**config.mk**
```make
export PLATFORM = sky130hd
export DESIGN_NAME = queue_uart_tx_flat
export DESIGN_NICKNAME = d
export VERILOG_FILES = /design/src/rtl/queue_uart_pkg.sv /design/src/rtl/queue_uart_if.sv /design/src/rtl/queue_uart_tx_baud_tick.sv /design/src/rtl/queue_uart_tx.sv /design/src/flat_wrapper.sv
export SDC_FILE = /design/constraint.sdc
export NUM_CORES = 1
export LEC_CHECK = 0
export CAP_MARGIN = 20
export CORE_AREA = 2 2 58 60
export DETAILED_ROUTE_END_ITERATION = 8
export DIE_AREA = 0 0 60 62
export DONT_BUFFER_PORTS = 1
export HOLD_SLACK_MARGIN = 0.03
export SETUP_SLACK_MARGIN = 0.4
export SLEW_MARGIN = 20
export SYNTH_ARGS = -nofsm -noshare
export SYNTH_HDL_FRONTEND = slang
export SYNTH_SLANG_ARGS = --single-unit
```
**constraint.sdc**
```tcl
create_clock -name clk -period 2.3 [get_ports clk]
set_input_delay 0.46 -clock clk [delete_from_list [all_inputs] [get_ports clk]]
set_output_delay 0.46 -clock clk [all_outputs]
set_load 0.1 [all_outputs]
```
**src/rtl/queue_uart_pkg.sv**
```systemverilog
// Shared types and constants for the queue-draining UART transmitter.
// Contents: FSM state encoding, data width, queue read/write select codes.
package queue_uart_pkg;

    typedef enum logic [2:0] {
        ST_IDLE,
        ST_POP,
        ST_LOAD,
        ST_START,
        ST_DATA,
        ST_PARITY,
        ST_STOP
    } state_t;

    localparam int unsigned DATA_BITS = 8;

    localparam logic RW_READ  = 1'b0;
    localparam logic RW_WRITE = 1'b1;

endpackage

```
**src/rtl/queue_uart_if.sv**
```systemverilog
// Read-side connection between the RAM queue and its drain stage.
// Signals: q_en / q_rw   - pop strobe and read/write select (drain stage drives)
//          q_empty       - queue empty flag (queue drives)
//          q_data        - queue output byte, valid one cycle after q_en (queue drives)
interface queue_uart_if;
    import queue_uart_pkg::*;

    logic                 q_en;
    logic                 q_rw;
    logic                 q_empty;
    logic [DATA_BITS-1:0] q_data;

    modport master (
        output q_en,
        output q_rw,
        input  q_empty,
        input  q_data
    );

    modport slave (
        input  q_en,
        input  q_rw,
        output q_empty,
        output q_data
    );

endinterface

```
**src/rtl/queue_uart_tx_baud_tick.sv**
```systemverilog
// Bit-period timer: free-running count 0..CLKS_PER_BIT-1 that wraps.
// Ports: clk, reset (sync, active-high), clear (hold count at 0),
//        tick (high during the last cycle of each bit period).
module baud_tick #(
    parameter int unsigned CLKS_PER_BIT = 434
) (
    input  logic clk,
    input  logic reset,
    input  logic clear,
    output logic tick
);

    localparam int unsigned CNT_W = (CLKS_PER_BIT > 1) ? $clog2(CLKS_PER_BIT) : 1;

    logic [CNT_W-1:0] cnt_q;
    logic             last_c;

    assign last_c = (cnt_q == CNT_W'(CLKS_PER_BIT - 1));

    // Wrap on the last count; clear holds the counter at zero between timed states.
    always_ff @(posedge clk) begin
        if (reset || clear) begin
            cnt_q <= '0;
        end else if (last_c) begin
            cnt_q <= '0;
        end else begin
            cnt_q <= cnt_q + CNT_W'(1);
        end
    end

    assign tick = last_c;

endmodule

```
**src/rtl/queue_uart_tx.sv**
```systemverilog
// Drain stage after the RAM queue: pops one byte whenever the queue is
// non-empty and transmit is enabled, and sends it as a serial frame
// (start, 8 data bits LSB first, optional parity, 1 or 2 stop bits).
// Ports: clk, reset (sync, active-high), tx_enable (allows new frames),
//        q (queue read port, master side), tx (serial line, idles high),
//        busy (high outside IDLE).
module queue_uart_tx
    import queue_uart_pkg::*;
#(
    parameter int unsigned CLKS_PER_BIT = 434,
    parameter bit          PARITY_EN    = 1'b0,
    parameter bit          PARITY_ODD   = 1'b0,
    parameter int unsigned STOP_BITS    = 1
) (
    input  logic              clk,
    input  logic              reset,
    input  logic              tx_enable,
    queue_uart_if.master      q,
    output logic              tx,
    output logic              busy
);

    localparam int unsigned BIT_CNT_W = $clog2(DATA_BITS);

    state_t               state_q;
    logic [DATA_BITS-1:0] shift_q;
    logic [BIT_CNT_W-1:0] bit_q;
    logic                 parity_q;
    logic                 tx_q;
    logic                 busy_q;
    logic                 q_en_q;

    logic                 tick;
    logic                 baud_clear_c;
    logic                 start_pop_c;

    // Untimed states keep the baud counter at zero so every timed state starts fresh.
    assign baud_clear_c = (state_q == ST_IDLE) || (state_q == ST_POP) || (state_q == ST_LOAD);
    assign start_pop_c  = tx_enable && !q.q_empty;

    baud_tick #(
        .CLKS_PER_BIT (CLKS_PER_BIT)
    ) u_baud_tick (
        .clk   (clk),
        .reset (reset),
        .clear (baud_clear_c),
        .tick  (tick)
    );

    // Frame sequencer; tx/busy/q_en are set on the edge that enters each state.
    always_ff @(posedge clk) begin
        if (reset) begin
            state_q  <= ST_IDLE;
            shift_q  <= '0;
            bit_q    <= '0;
            parity_q <= 1'b0;
            tx_q     <= 1'b1;
            busy_q   <= 1'b0;
            q_en_q   <= 1'b0;
        end else begin
            q_en_q <= 1'b0;
            case (state_q)
                ST_IDLE: begin
                    if (start_pop_c) begin
                        state_q <= ST_POP;
                        q_en_q  <= 1'b1;
                        busy_q  <= 1'b1;
                    end
                end
                ST_POP: begin
                    state_q <= ST_LOAD;
                end
                ST_LOAD: begin
                    // Queue has one cycle of read latency, so the byte is valid here.
                    shift_q  <= q.q_data;
                    parity_q <= (^q.q_data) ^ PARITY_ODD;
                    bit_q    <= '0;
                    tx_q     <= 1'b0;
                    state_q  <= ST_START;
                end
                ST_START: begin
                    if (tick) begin
                        tx_q    <= shift_q[0];
                        state_q <= ST_DATA;
                    end
                end
                ST_DATA: begin
                    if (tick) begin
                        if (bit_q == BIT_CNT_W'(DATA_BITS - 1)) begin
                            bit_q <= '0;
                            if (PARITY_EN) begin
                                tx_q    <= parity_q;
                                state_q <= ST_PARITY;
                            end else begin
                                tx_q    <= 1'b1;
                                state_q <= ST_STOP;
                            end
                        end else begin
                            bit_q   <= bit_q + BIT_CNT_W'(1);
                            shift_q <= shift_q >> 1;
                            tx_q    <= shift_q[1];
                        end
                    end
                end
                ST_PARITY: begin
                    if (tick) begin
                        tx_q    <= 1'b1;
                        state_q <= ST_STOP;
                    end
                end
                ST_STOP: begin
                    // bit_q counts stop bits; q_empty is re-sampled only at the very end.
                    if (tick) begin
                        if (bit_q == BIT_CNT_W'(STOP_BITS - 1)) begin
                            bit_q <= '0;
                            if (start_pop_c) begin
                                state_q <= ST_POP;
                                q_en_q  <= 1'b1;
                            end else begin
                                state_q <= ST_IDLE;
                                busy_q  <= 1'b0;
                            end
                        end else begin
                            bit_q <= bit_q + BIT_CNT_W'(1);
                        end
                    end
                end
                default: begin
                    state_q <= ST_IDLE;
                    busy_q  <= 1'b0;
                    tx_q    <= 1'b1;
                end
            endcase
        end
    end

    assign tx     = tx_q;
    assign busy   = busy_q;
    assign q.q_en = q_en_q;
    assign q.q_rw = RW_READ;

endmodule
```
**src/flat_wrapper.sv**
```systemverilog
// flat-port wrapper written by rule: the top's interface ports become plain ports
module queue_uart_tx_flat import queue_uart_pkg::*;
#(
    parameter int unsigned CLKS_PER_BIT = 434,
    parameter bit          PARITY_EN    = 1'b0,
    parameter bit          PARITY_ODD   = 1'b0,
    parameter int unsigned STOP_BITS    = 1
)
  (clk, reset, tx_enable, tx, busy, q_q_en, q_q_rw, q_q_empty, q_q_data);
  queue_uart_if q_i ();
  input  logic clk;
  input  logic reset;
  input  logic tx_enable;
  output logic tx;
  output logic busy;
  output wire logic [$bits(q_i.q_en)-1:0] q_q_en;
  output wire logic [$bits(q_i.q_rw)-1:0] q_q_rw;
  input wire logic [$bits(q_i.q_empty)-1:0] q_q_empty;
  input wire logic [$bits(q_i.q_data)-1:0] q_q_data;
  assign q_q_en = q_i.q_en;
  assign q_q_rw = q_i.q_rw;
  assign q_i.q_empty = q_q_empty;
  assign q_i.q_data = q_q_data;
  queue_uart_tx #(.CLKS_PER_BIT(CLKS_PER_BIT), .PARITY_EN(PARITY_EN), .PARITY_ODD(PARITY_ODD), .STOP_BITS(STOP_BITS)) u_core (.clk(clk), .reset(reset), .tx_enable(tx_enable), .q(q_i), .tx(tx), .busy(busy));
endmodule
```
==> impl_metrics.ini, run 1 <==
[synthesis]
synthesis.nets = 183
synth_edf_count = 0
syn_area_per_cell_um2 = 8.80
ys_seq_elements = 26
yosysUniqueCellTypes = 41
ys_seq_area_share_pct = 35.6
postSynth.asyncResetShare_pct = 0
syn_area_um2 = 1460
synth_cells = 166
yosysWarnings = 0
synth_ff_type = dfxtp_1

[clocking]
ctsHoldBuffers = 0
clk_path_buf_depth = 2
htreeDepth = 1
path_clk_slew_ns = 0.14
cts_tree = done
numCtsBuffers = 3
cts-root-buf = clkbuf_4
clk_latency_ns = 0.32
numClockSinks = 26

[sta]
tns_ns = 0
min_period_over_period_pct = 77.2
setup_ws_ns = 0.525
hold_ws_ns = 0.186
setup_viol_count_final = 0
period_minus_slack_ns = 1.78
skew_ns = 0.00251
final_max_slew_viol_count = 0
hold_viol = 0
fmax_mhz = 563
rsz0062_at_grt = false

[routing]
ant_nets = 0
via_per_inst = 5.56
drt_wl_total_um = 2730
routed-via-count = 1173
drt_iter0_drc = 62
drtPass1Iterations = 4
wl_per_cell_um = 12.9
drcViolationCount = 0

[pwr]
power_leakage_nw = 0.505
combPwrFrac_pct = 14.2
internal-power_w = 0.000611
p_seq_share_pct = 58.4
max-vdd-ir-drop_v = 0.000347
swShare_pct = 27.7
clkPwrFrac_pct = 27.4
switching_power_w = 0.000234
powerDensity_nw_per_um2 = 528

[worst_setup_path]
worstSetupPathType = flip-flop to flip-flop
startpoint_type = flip-flop
required_ns = 2.50
crit_buf_inv = 1
critPathCaptureType = flip-flop
max_stage_delay_ns = 0.36
reg2regPathDepth = 7
critPathMaxFanout = 15
cp_top_family = adder cells
reg2reg_slack_ns = 0.52
path_cells = ha_1, ha_2, nor4b_4, nand3_1, buf_6, a221oi_1, a311oi_1
cp_slowest_cell = dfxtp_2
r2r_end = u_core.shift_q[3]$_SDFFE_PP0P_
worstReg2RegStart = u_core.bit_q[0]$_SDFFE_PP0P_
cp_data_arrival_time_ns = 1.97

[final_layout]
drive_above_1_share_pct = 20.6
area_delta_synth_final_pct = 9.50
fin_nets = 183
multi_input_area_um2 = 872
fin_area_um2 = 1600
antennaDiodeCount = 0
post_layout_nonfiller_instances = 211
regArea_um2 = 522
nFillCells = 312

[die]
dieArea_um2 = 3720
die_w_um = 60
die_h_um = 62
rows = 21
initial_utilization_pct = 46.0
io_pins = 16
fp.coreArea_um2 = 3180

[global_routing]
overflow = 0
grt_pass1_vias = 1094
grt_pass1_wl_um = 4550
antenna_found_initial = 0
grt_util_all_layers_pct = 15.9
grt_max_degree = 19

[min_path]
whs_path_depth = 1
hold_end = u_core.bit_q[0]$_SDFFE_PP0P_
hold_start = reset
hold_path.class = primary input to flip-flop

[placed_design]
dpl.cell_count = 207
dpl_cell_area_um2 = 1500
routabilityCongestion = 0.856
portBuffers = 0
hpwl_um = 1990
preCtsSetupSlack_ns = 0.382

[run_status]
outcome = finished, final reports clean

[run]
drv_cap = 0
==> flip-flops by register name, indices dropped and copies added (netlist names) <==
signal                    cells
u_core.shift_q                8
u_core.u_baud_tick.cnt_q      9
u_core.q.q_en                 1
u_core.tx                     1
u_core.bit_q                  3
u_core.busy                   1
u_core.state_q                3
==> Yosys cell counts (3+ instances only) <==
master / number / area, µm²
a311oi_1: 8 / 70.1
dfxtp_1: 26 / 521
nand2_1: 6 / 22.5
nor2_1: 9 / 33.8
buf_2: 4 / 20.0
a21oi_1: 9 / 45.0
nor2_4: 7 / 78.8
nand3_1: 8 / 40.0
inv_1: 15 / 56.3
ha_1: 5 / 62.6
nand2b_1: 4 / 25.0
a221oi_1: 7 / 61.3
a211oi_1: 3 / 22.5
nor3_1: 3 / 15.0
o211ai_1: 3 / 22.5
xnor2_1: 6 / 52.6
o21ai_0: 3 / 15.0
nor2b_1: 10 / 62.6
clkbuf_1: 5 / 18.8
==> logic make-up after synthesis <==
logic type      after synthesis  share of synthesized area (%)
buf+inv                      27                           8.56
other cells                   1                          0.257
flops                        26                           35.6
xor+xnor                      7                           4.20
compound gates               38                           19.4
simple gates                 61                           27.0
mux                           1                          0.685
fa+ha+maj                     5                           4.28
==> area by class of cell <==
type                       count  area share, %
inverter                      15           3.52
timing repair buffer           7           3.52
clock buffer                   4           2.27
sequential                    26           32.6
tap                           46           3.60
multi-input combinational    113           54.5
==> cell usage in the layout, fill, tap and decap left out, types with 4 or more instances in the layout <==
cell | Yosys | routed
nor2_4 | 7 | 7
dfxtp_1 | 26 | 25
nor2b_1 | 10 | 10
a21oi_1 | 9 | 9
xnor2_1 | 6 | 6
nand3_1 | 8 | 8
a311oi_1 | 8 | 8
ha_1 | 5 | 4
nand2_1 | 6 | 6
a221oi_2 | 0 | 6
buf_4 | 1 | 6
inv_1 | 15 | 15
nor2_1 | 9 | 9
==> how the worst max path moves through the flow <==
stage | from | end | slack, ns | cells past startpoint
floorplan | u_core.bit_q[0]$_SDFFE_PP0P_ | u_core.shift_q[1]$_SDFFE_PP0P_ | 0.49 | 7
global placement | u_core.u_baud_tick.cnt_q[1]$_SDFF_PP0_ | u_core.u_baud_tick.cnt_q[5]$_SDFF_PP0_ | 0.39 | 6
detailed placement | u_core.u_baud_tick.cnt_q[1]$_SDFF_PP0_ | u_core.u_baud_tick.cnt_q[5]$_SDFF_PP0_ | 0.38 | 6
CTS | u_core.bit_q[0]$_SDFFE_PP0P_ | u_core.shift_q[1]$_SDFFE_PP0P_ | 0.39 | 7
global route | u_core.state_q[0]$_SDFFE_PP0P_ | u_core.shift_q[5]$_SDFFE_PP0P_ | 0.40 | 4
finish | u_core.bit_q[0]$_SDFFE_PP0P_ | u_core.shift_q[3]$_SDFFE_PP0P_ | 0.52 | 7
==> through the flow <==
step	total power [W]	utilization, %
floorplan	0.000598	-
CTS	0.000846	48.6
detailed placement	0.000612	47.3
global route	0.000891	50.3
global placement	0.000609	47.3
finish	0.000845	50.3
==> metal layers <==
metal,track usage [%],wire (µm),up-vias
met3,2.48,60,4
met4,4.76,32,0
met1,18.7,1300,563
li1,-,-,588
met2,29.8,1340,18
met5,0,0,-
==> power by group through the flow <==
stage	sequential [W]	clock, W	combinational [W]
2_1_floorplan	0.000510	0	0.0000881
3_3_place_gp	0.000500	0	0.000109
3_5_place_dp	0.000501	0	0.000111
4_1_cts	0.000491	0.000244	0.000112
5_1_grt	0.000497	0.000262	0.000132
6_report	0.000494	0.000232	0.000120
==> repair_timing <==
| action | in CTS | in global routing |
|---|---|---|
| resized for setup | 2 | 11 |
| endpoints found under the setup margin | 10 | 7 |
| setup buffers | 0 | 0 |
Note: power is estimated with default switching activity, not from simulation.
==> run 2: changes to the inputs <==
==> constraint.sdc (replaced) <==
create_clock -name clk -period 1.6 [get_ports clk]
set_input_delay 0.32 -clock clk [delete_from_list [all_inputs] [get_ports clk]]
set_output_delay 0.32 -clock clk [all_outputs]
set_load 0.1 [all_outputs]
==> run 2 against run 1 <==
The run now ends with negative setup slack left; combinational power up 73%; sequential cell count stayed put; sequential power increased by 48%; global-route usage rose by 3.6 points; clock-buffer cell count shrank 1; clock power up 98%; total power increased by 65%; final area increased by 28%; largest cell class unchanged.
==> impl_metrics.ini, run 2 (synthesized netlist as in run 1, its figures left out) <==
[run_status]
outcome = finished, violations left
violations = negative setup slack

[clocking]
cts_tree = done
htreeDepth = 1
path_clk_slew_ns = 0.15
numClockSinks = 26
numCtsBuffers = 3
ctsHoldBuffers = 1
cts-root-buf = clkbuf_4
clk_path_buf_depth = 2
clk_latency_ns = 0.32

[routing]
via_per_inst = 5.58
drt_iter0_drc = 62
routed-via-count = 1290
drtPass1Iterations = 4
wl_per_cell_um = 15.0
drcViolationCount = 0
ant_nets = 0
drt_wl_total_um = 3460

[final_layout]
drive_above_1_share_pct = 44.3
mostFrequentLayoutCells = 18 x dfxtp_1, 15 x buf_4, 14 x inv_1, 9 x nor2_1, 9 x nor2b_1
largest_register_ffs = 9
fin_util_pct = 64.3
fin_area_um2 = 2050
post_layout_nonfiller_instances = 231
regMostFlops = u_core.u_baud_tick.cnt_q
fin_nets = 203
antennaDiodeCount = 0
final_common_cell = dfxtp_1
nFillCells = 250
reg.largest.list = u_core.u_baud_tick.cnt_q x9, u_core.shift_q x8
area_delta_synth_final_pct = 40.0

[sta]
setup_ws_ns = -0.0714
tns_ns = -0.404
setup_viol_count_final = 8
min_period_over_period_pct = 104
final_max_slew_viol_count = 0
fmax_mhz = 598
period_minus_slack_ns = 1.67
hold_ws_ns = 0.0411
rsz0062_at_grt = true
max_slew_margin_pct = 65.3
skew_ns = 0.00526
hold_viol = 0
tightest_slew_ns = 0.521

[pwr]
swShare_pct = 27.0
p_seq_share_pct = 52.3
power_leakage_nw = 0.660
max-vdd-ir-drop_v = 0.000261
clkPwrFrac_pct = 32.9
powerDensity_nw_per_um2 = 683
combPwrFrac_pct = 14.9
switching_power_w = 0.000377
internal-power_w = 0.00102

[die]
dieArea_um2 = 3720
initial_utilization_pct = 46.0
io_pins = 16
rows = 21
fp.coreArea_um2 = 3180
die_w_um = 60
die_h_um = 62

[global_routing]
overflow = 0
grt_pass1_wl_um = 5460
antenna_found_initial = 0
grt_max_degree = 19
grt_pass1_vias = 1188
grt_util_all_layers_pct = 19.5

[placed_design]
dpl.cell_count = 215
portBuffers = 0
dpl_cell_area_um2 = 1680
hpwl_um = 2170
routabilityCongestion = 0.770

[worst_setup_path]
required_ns = 1.82
reg2regPathDepth = 7
startpoint_type = flip-flop
reg2reg_slack_ns = -0.07
worstReg2RegStart = u_core.bit_q[0]$_SDFFE_PP0P_
r2r_end = u_core.shift_q[4]$_SDFFE_PP0P_
critPathCaptureType = flip-flop
cp_data_arrival_time_ns = 1.89
worstSetupPathType = flip-flop to flip-flop
critPathMaxFanout = 6

[run]
drv_cap = 0

[min_path]
hold_path.class = primary input to flip-flop
hold_start = reset
hold_end = u_core.busy$_SDFFE_PP0P_
whs_path_depth = 1
run 2: changes by cell type in the layout (fill, tap and decap cells not counted), moves of 4 or more:
cell / change
buf_6: +4
buf_4: +9
dfxtp_1: -7
dfxtp_2: +4
run 2: area by class of cell:
| class | count | area [µm²] | share of cell area, % |
|---|---|---|---|
| tap | 46 | 57.6 | 2.81 |
| clock inverter | 1 | 30.0 | 1.47 |
| clock buffer | 3 | 22.5 | 1.10 |
| inverter | 15 | 56.3 | 2.75 |
| timing repair buffer | 24 | 234 | 11.4 |
| sequential | 26 | 538 | 26.3 |
| multi-input combinational | 116 | 1110 | 54.1 |
run 2: worst max-delay path by stage:
stage / from / end / slack, ns / cells after the start
finish: u_core.bit_q[0]$_SDFFE_PP0P_ / u_core.shift_q[4]$_SDFFE_PP0P_ / -0.07 / 7
global route: u_core.bit_q[1]$_SDFFE_PP0P_ / u_core.shift_q[4]$_SDFFE_PP0P_ / -0.18 / 7
floorplan: u_core.bit_q[0]$_SDFFE_PP0P_ / u_core.shift_q[1]$_SDFFE_PP0P_ / -0.05 / 7
global placement: u_core.bit_q[1]$_SDFFE_PP0P_ / u_core.shift_q[5]$_SDFFE_PP0P_ / -0.14 / 6
CTS: u_core.bit_q[0]$_SDFFE_PP0P_ / u_core.shift_q[4]$_SDFFE_PP0P_ / -0.07 / 7
detailed placement: u_core.bit_q[1]$_SDFFE_PP0P_ / u_core.shift_q[4]$_SDFFE_PP0P_ / -0.24 / 6
run 2: power groups by stage:
stage               Combinational, W  Clock, W  Sequential (W)
floorplan                   0.000140         0        0.000736
global placement            0.000163         0        0.000741
detailed placement          0.000168         0        0.000741
CTS                         0.000194  0.000473        0.000728
global route                0.000225  0.000499        0.000734
finish                      0.000208  0.000459        0.000730
run 2: timing repair:
item | CTS | global route
hold endpoints to repair | 2 | 8
resized for setup | 32 | 8
pin swaps | 30 | 11
cloned | 3 | 0
buffers inserted | 7 | 1
endpoints found under the setup margin | 29 | 29
run 2: worst max-delay path: stages (launching register included):
cell and delay, ns:
dfxtp_2 0.36, ha_4 0.16, ha_4 0.16, nor4b_4 0.23
buf_4 0.16, nand3_4 0.13, a221oi_2 0.31, a311oi_2 0.06
run 2: through the flow:
stage,total power (W),setup slack (ns)
2_1_floorplan,0.000876,-0.0525
3_3_place_gp,0.000904,-0.143
3_5_place_dp,0.000909,-0.242
4_1_cts,0.00140,-0.0678
5_1_grt,0.00146,-0.175
6_report,0.00140,-0.0714
run 2: layer usage:
| metal | routed length, µm | share of wire, % | GRT usage, % |
|---|---|---|---|
| met3 | 146 | 4.2 | 2.48 |
| met4 | 35 | 1.0 | 6.03 |
| met1 | 1560 | 45 | 25.7 |
| met2 | 1720 | 50 | 33.5 |
| met5 | 0 | 0 | 0 |
